<file path="src/rtl/nn_weight_loader.sv">
// Streams signed weight bytes into the wide weight RAM: packs BPW bytes per word, writes NWORDS words
// from BASE_ADDR, then checks a trailing 8-bit checksum. busy covers the whole load.
module nn_weight_loader #(
  parameter int WWIDTH     = 8,
  parameter int WORD_BITS  = 256,
  parameter int NWORDS     = 2,
  parameter int ADDR_WIDTH = 4,
  parameter int BASE_ADDR  = 0
) (
  input  logic                  clk,
  input  logic                  reset,
  input  logic                  start,
  input  logic                  abort,
  input  logic [WWIDTH-1:0]     in_data,
  input  logic                  in_valid,
  output logic                  in_ready,
  output logic [ADDR_WIDTH-1:0] mem_addr,
  output logic [WORD_BITS-1:0]  mem_wdata,
  output logic                  mem_we,
  output logic                  busy,
  output logic                  done,
  output logic                  cksum_err,
  output logic [2:0]            state_dbg
);

  localparam int BPW = WORD_BITS / WWIDTH;
  localparam int BCW = $clog2(BPW);

  typedef enum logic [2:0] {S_IDLE, S_RECV, S_WRITE, S_CHECK, S_DONE} state_t;

  state_t                state_q, state_d;
  logic [BCW-1:0]        byte_cnt_q, byte_cnt_d;
  logic [ADDR_WIDTH-1:0] word_cnt_q, word_cnt_d;
  logic [ADDR_WIDTH-1:0] mem_addr_q, mem_addr_d;
  logic [WORD_BITS-1:0]  wdata_q, wdata_d;
  logic [WWIDTH-1:0]     sum_q, sum_d;
  logic                  in_ready_q, in_ready_d;
  logic                  we_q, we_d;
  logic                  busy_q, busy_d;
  logic                  done_q, done_d;
  logic                  cksum_err_q, cksum_err_d;
  logic                  accept;

  // Handshake: a byte moves on any cycle where in_valid && in_ready; in_ready is a flop, so it never
  // depends combinationally on in_valid.
  assign accept = in_valid && in_ready_q;

  always_comb begin
    state_d     = state_q;
    byte_cnt_d  = byte_cnt_q;
    word_cnt_d  = word_cnt_q;
    mem_addr_d  = mem_addr_q;
    wdata_d     = wdata_q;
    sum_d       = sum_q;
    cksum_err_d = cksum_err_q;
    if (abort) begin
      if (state_q != S_IDLE) state_d = S_IDLE;
    end else begin
      case (state_q)
        S_IDLE: begin
          if (start) begin
            state_d     = S_RECV;
            byte_cnt_d  = '0;
            word_cnt_d  = '0;
            sum_d       = '0;
            mem_addr_d  = ADDR_WIDTH'(BASE_ADDR);
            cksum_err_d = 1'b0;
          end
        end
        S_RECV: begin
          if (accept) begin
            // Oldest byte ends up in the low lane once the word is full.
            wdata_d    = {in_data, wdata_q[WORD_BITS-1:WWIDTH]};
            sum_d      = sum_q + in_data;
            byte_cnt_d = byte_cnt_q + BCW'(1);
            if (byte_cnt_q == BCW'(BPW - 1)) state_d = S_WRITE;
          end
        end
        S_WRITE: begin
          byte_cnt_d = '0;
          if (word_cnt_q == ADDR_WIDTH'(NWORDS - 1)) begin
            state_d = S_CHECK;
          end else begin
            word_cnt_d = word_cnt_q + ADDR_WIDTH'(1);
            mem_addr_d = mem_addr_q + ADDR_WIDTH'(1);
            state_d    = S_RECV;
          end
        end
        S_CHECK: begin
          if (accept) begin
            cksum_err_d = (in_data != sum_q);
            state_d     = S_DONE;
          end
        end
        S_DONE:  state_d = S_IDLE;
        default: state_d = S_IDLE;
      endcase
    end
    in_ready_d = (state_d == S_RECV) || (state_d == S_CHECK);
    we_d       = (state_d == S_WRITE);
    busy_d     = (state_d != S_IDLE);
    done_d     = (state_d == S_DONE);
  end

  always_ff @(posedge clk) begin
    if (reset) begin
      state_q     <= S_IDLE;
      byte_cnt_q  <= '0;
      word_cnt_q  <= '0;
      mem_addr_q  <= ADDR_WIDTH'(BASE_ADDR);
      wdata_q     <= '0;
      sum_q       <= '0;
      in_ready_q  <= 1'b0;
      we_q        <= 1'b0;
      busy_q      <= 1'b0;
      done_q      <= 1'b0;
      cksum_err_q <= 1'b0;
    end else begin
      state_q     <= state_d;
      byte_cnt_q  <= byte_cnt_d;
      word_cnt_q  <= word_cnt_d;
      mem_addr_q  <= mem_addr_d;
      wdata_q     <= wdata_d;
      sum_q       <= sum_d;
      in_ready_q  <= in_ready_d;
      we_q        <= we_d;
      busy_q      <= busy_d;
      done_q      <= done_d;
      cksum_err_q <= cksum_err_d;
    end
  end

  // The RAM samples the strobe at the closing edge of the WRITE cycle, so abort or reset arriving
  // in that same cycle must suppress it before the edge.
  assign mem_we    = we_q && !abort && !reset;
  assign in_ready  = in_ready_q;
  assign mem_addr  = mem_addr_q;
  assign mem_wdata = wdata_q;
  assign busy      = busy_q;
  assign done      = done_q;
  assign cksum_err = cksum_err_q;
  assign state_dbg = state_q;

endmodule

</file>
<file path="config.mk">
export PLATFORM = sky130hd
export DESIGN_NAME = nn_weight_loader
export DESIGN_NICKNAME = d
export VERILOG_FILES = /design/src/rtl/nn_weight_loader.sv
export SDC_FILE = /design/constraint.sdc
export NUM_CORES = 1
export LEC_CHECK = 0
export CORE_MARGIN = 2
export CORE_UTILIZATION = 45
export DETAILED_ROUTE_END_ITERATION = 10
export DONT_BUFFER_PORTS = 1
export SYNTH_ARGS = -nofsm -noshare
export SYNTH_HDL_FRONTEND = slang
export SYNTH_SLANG_ARGS = --single-unit
</file>
<file path="constraint.sdc">
create_clock -name clk -period 2.7 [get_ports clk]
set_input_delay 0.27 -clock clk [delete_from_list [all_inputs] [get_ports clk]]
set_output_delay 0.27 -clock clk [all_outputs]
set_load 0.05 [all_outputs]
</file>
* Word-level counts from Yosys, hierarchy flattened
Index checks and enable logic that the tools add are counted.
** Word-level totals
- Output and inout port bits :: 268
- Memories kept :: 0
- Logic and storage cells :: 70
- Memory bits (read-only) :: 0
- Input port bits :: 13
- Latch bits :: 0
- Flip-flop bits (word level) :: 285
- RAM bits :: 0
** Cells by class
- Add/subtract/negate cells :: 4
- Multiply operators :: 0
- Order comparisons :: 0
- Reduce and logical (&&, ||, !) cells :: 18
- Shifts and indexed selects :: 0
- Equal/unequal tests :: 14
- Divide/modulo/power cells :: 0
- Mux-type cells :: 22
- Bitwise operators :: 1
** Operators by type and width (count)
- 3-bit 2-to-1 mux :: 6
- 8-bit 2-to-1 mux :: 2
- 4-bit case mux with 2 select lines :: 2
- 8-bit case mux with 2 select lines :: 1
- 4-bit AND reduction :: 4
- 5-bit case mux with 3 select lines :: 1
- 3-bit by 2-bit equality test with 1-bit output, second input constant :: 4
- 4-bit 2-to-1 mux :: 3
- 3-bit case mux with 4 select lines :: 1
- 5-bit 2-to-1 mux :: 2
- 3-bit nonzero test :: 3
- 4-bit by 1-bit adder with 4-bit output, second input constant :: 2
- 8-bit adder :: 1
- 2-bit inequality test, second input constant :: 4
- 8-bit inequality test :: 1
- 3-bit by 1-bit equality test with 1-bit output, second input constant :: 2
- 2-bit nonzero test :: 3
- 5-bit by 1-bit adder with 5-bit output, second input constant :: 1
- 5-bit equality test, second input constant :: 1
- 4-bit by 1-bit equality test with 1-bit output, second input constant :: 1
- 3-bit equality test, second input constant :: 1
- 1-bit logical AND :: 3
- 3-bit zero test :: 1
- 3-bit AND reduction :: 1
- other kinds (6) :: 8

* Longest topological paths before layout
- Word-level depth :: 7
- Gate-level depth with buffers :: 9
- Gate-level depth less buffers :: 7

* Worst setup path before layout
Ideal clock, no wire load.
- Path kind :: input to output
- Start :: input port reset
- End :: output port mem_we
- Data arrival time :: 1.952 ns
- Cell stages on the path :: 4
- Data required time :: 2.430 ns
- Slack :: 0.478 ns
- Buffers on the path :: 3
- Path through :: clkbuf_1 > clkbuf_1 > buf_1 > nor3b_1
** On the way
- Longest elaborated chain between the ends :: 2
** Ends and longest elaborated chain
- from (decl) :: line 11 : input logic reset,
- 1-bit zero test :: line 135 : assign mem_we = we_q && !abort && !reset;
- 1-bit logical AND :: line 135
- to (decl) :: line 19 : output logic mem_we,
No other way between the ends.

* Worst setup path in the final report
- Start :: register state_q[1], in the netlist state_dbg[1]
- End :: register wdata_q[235], in the netlist mem_wdata[235]
** On the way
- Longest elaborated chain between the ends :: 2
** Ends and longest elaborated chain
- from (decl) :: line 31 : state_t state_q, state_d;
- from (signal assigned) :: line 119 : state_q <= state_d;
- 3-bit by 1-bit equality test with 1-bit output :: line 59 : case (state_q)
- 3-bit AND reduction (no source line)
- to (signal assigned) :: line 123 : wdata_q <= wdata_d;
- to (decl) :: line 35 : logic [WORD_BITS-1:0] wdata_q, wdata_d;
No other way between the ends.
A chain may end at the register's enable or synchronous reset.

==> impl_metrics.yaml <==
global_route:
  grt_pass1_wl_um: 43200
  grt.overflow.total: 0
  grt_pass1_vias: 8427
  track_usage: 0.213
  grt_max_degree: 145
  antenna_found_initial: 0
worst_setup_path:
  critPathTopFamily: "buffers and inverters"
  cp_cell_sequence: "buf_4 -> or3b_1 -> nor2_8 -> buf_12 -> nand2_1 -> a21oi_1 -> dlygate4sd3_1"
  reg2reg_to: "mem_wdata[235]"
  required_ns: 3.18
  worstPathBufferInverterCount: 3
  cp_max_fo: 102
  cp_slowest_stage_delay_ns: 0.57
  crit_slowest_cell: "dlygate4sd3_1"
  critical_path_class: "reg -> reg"
  r2r_start: "state_dbg[1]"
  arrival_ns: 3.06
  critPathCaptureType: "register"
  reg2reg_depth: 7
  r2r_setup_slack_ns: 0.12
  startpoint_type: "register"
finish:
  layout-drive-gt1-share: 0.0505
  final_common_cell: "nand2_1"
  stdcell_count: 1691
  area_growth_pct: 25.0
  final_cell_area_um2: 12900
  finalNetCount: 1409
  final_cell_mix: "519 x nand2_1, 285 x dfxtp_1, 266 x a21oi_1, 148 x dlygate4sd3_1, 31 x clkbuf_16"
  nFillCells: 2055
  num_antenna_cells: 0
power:
  leakage_nw: 4.74
  seqPwrFrac: 0.497
  p_per_area_nw_per_um2: 660
  vdd_drop_max_uv: 502
  finalPower_mw: 8.52
  intPower_mw: 6.74
  clkPwrFrac: 0.484
  power_frac_comb: 0.019
  p_sw_frac: 0.209
  p_sw_mw: 1.78
timing:
  fin_crit_sh: 0.955
  setup_tns_ns: 0
  layout_setup_ws_ns: 0.122
  max_freq_mhz: 388
  period_needed_ns: 2.58
  skew_ns: 0.00919
  hold_violations: 0
  slew_headroom: 0.359
  rsz0062_at_grt: "no"
  finalSetupViolations: 0
  report.final.slew_viol_count: 0
  tightest_slew_ns: 0.957
routing:
  wl_per_cell_um: 16.1
  drt_iter0_drc: 759
  ant_nets: 0
  drc: 0
  first_pass_iters: 7
  totalWireLength_um: 27200
  vias_per_cell: 5.26
  via_count: 8887
logic_synthesis:
  synthMuxAreaShare: 0.000969
  synth-compound-area-share: 0.153
  synth-edff-count: 0
  ys_warn_count: 0
  synth_cell_types: 45
  synthAdderAreaFrac: 0.0165
  synth_nets: 1309
  syn_inst: 1283
  synth-main-ff-cell: "dfxtp_1"
  synth_xor_area_frac: 0.00848
  synth_top_family_by_area: "simple AND/OR/NAND/NOR gates"
  ys_ff_latch: 285
  ys_async_sr_fraction: 0
  avgSynthCellArea_um2: 8.05
  synth-simple-area-share: 0.224
  syn_area_um2: 10300
  seq_area_frac_synth: 0.552
floorplan:
  design.core.area_um2: 22600
  start_util: 0.458
  die_x_um: 156
  fp.dieArea_um2: 24200
  die_y_um: 156
  row_count: 55
  ioPinCount: 281
placed_design:
  preCtsSetupSlack_ns: 0.565
  port_buffers: 0
  dpl_cell_area_um2: 10400
  dp.cells: 1487
  gp_congestion: 0.786
  dpl.hpwl_um: 15700
clocking:
  cts.clk_slew.worst_paths_ns: 0.06
  cts_setup_buffers: 0
  clock_path_buffers: 3
  cts_tree: "built"
  cts.sinks: 285
  clock-root-buffer: "clkbuf_16"
  htreeDepth: 1
  cts_buffers: 30
  clock_latency_ns: 0.54
status:
  status: "finished, final reports clean"
worst_hold_path:
  min-delay-start: "in_data[7]"
  min_to: "sum_q[7]"
  holdCritPathClass: "in -> reg"
  whs_path_depth: 3
job:
  drv_cap: 0
metrics by stage:
step	utilization	hold slack, ns
2_1_floorplan	-	0.406
3_3_place_gp	0.460	0.355
3_5_place_dp	0.460	0.356
4_1_cts	0.572	0.00688
5_1_grt	0.572	0.0303
6_report	0.572	0.0239
area by class of cell:
cell class | instances | area, um2 | area share
Sequential cell | 285 | 5710 | 0.442
Clock buffer | 47 | 906 | 0.0702
Timing Repair Buffer | 161 | 1660 | 0.129
Tap cell | 285 | 357 | 0.0276
Inverter | 1 | 3.75 | 0.000291
Clock inverter | 8 | 95.1 | 0.00737
Multi-Input combinational cell | 904 | 4180 | 0.324
tightest hold or removal path: cells and delay by family:
| family | cells | cell delay (ns) |
|---|---|---|
| AO/OA/AOI/OAI | 1 | 0.15 |
| AND/OR/NAND/NOR | 2 | 0.09 |
per-layer routing:
layer  vias to the layer above  track usage  routed length, um
met5                         -            0                  0
met1                      4181        0.256              10800
met3                        47       0.0841               2780
met4                         0       0.0572                581
li1                       4391            -                  -
met2                       268        0.357              13000
cell usage after synthesis (2+ instances only):
library cell,count,area (um2)
and3_1,3,18.8
dfxtp_1,285,5710
buf_1,2,7.51
nor2_1,23,86.3
buf_4,19,143
nand3b_1,4,30.0
buf_2,22,110
clkbuf_2,2,10.0
xor2_1,6,52.6
nand2b_1,2,12.5
nand4b_1,2,17.5
clkbuf_1,47,176
nor4b_1,3,26.3
o21bai_1,2,15.0
a31o_2,3,26.3
a22oi_1,5,37.5
xnor2_1,4,35.0
nand4_1,2,12.5
nor3_1,7,35.0
a21oi_1,266,1330
nand3_1,7,35.0
nor3b_1,3,22.5
a21o_1,3,22.5
ha_1,12,150
nand2_1,520,1950
a211oi_1,4,30.0
or2_2,2,12.5
o21ai_0,6,30.0
worst max-delay path by stage:
stage	slack (ns)	endpoint	from	cells past startpoint
2_1_floorplan	0.48	mem_we	reset	4
3_3_place_gp	0.64	byte_cnt_q[0]	state_dbg[2]	6
3_5_place_dp	0.56	byte_cnt_q[0]	state_dbg[2]	6
4_1_cts	0.06	byte_cnt_q[0]	state_dbg[2]	7
5_1_grt	0.004	mem_wdata[235]	state_dbg[0]	7
6_report	0.12	mem_wdata[235]	state_dbg[1]	7
flip-flops by register name (all words and copies together) (netlist names):
signal / flops
in_ready: 1
word_cnt_q: 4
byte_cnt_q: 5
cksum_err: 1
we_q: 1
sum_q: 8
done: 1
mem_addr: 4
state_dbg: 3
mem_wdata: 256
busy: 1
repair_timing:
action	4_1_cts	5_1_grt
setup endpoints to repair	0	72
hold buffers	149	0
gates resized for setup	0	2
endpoints found under the hold margin	277	0
power by group through the flow:
stage               logic [mW]  registers (mW)  clock network (mW)
floorplan                0.144            4.33                   0
global placement         0.109            4.33                   0
detailed placement       0.110            4.33                   0
CTS                      0.160            4.24                4.23
global route             0.174            4.24                4.40
finish                   0.158            4.24                4.13
kinds of logic after synthesis:
group | count (synthesis)
and+or+nand+nor | 584
AOI/OAI and AO/OA | 296
DFF | 285
buffers and inverters | 94
adders and majority gates | 13
xor gates and xnor gates | 10
muxes | 1
No activity file was read; power rests on OpenSTA's default activity.
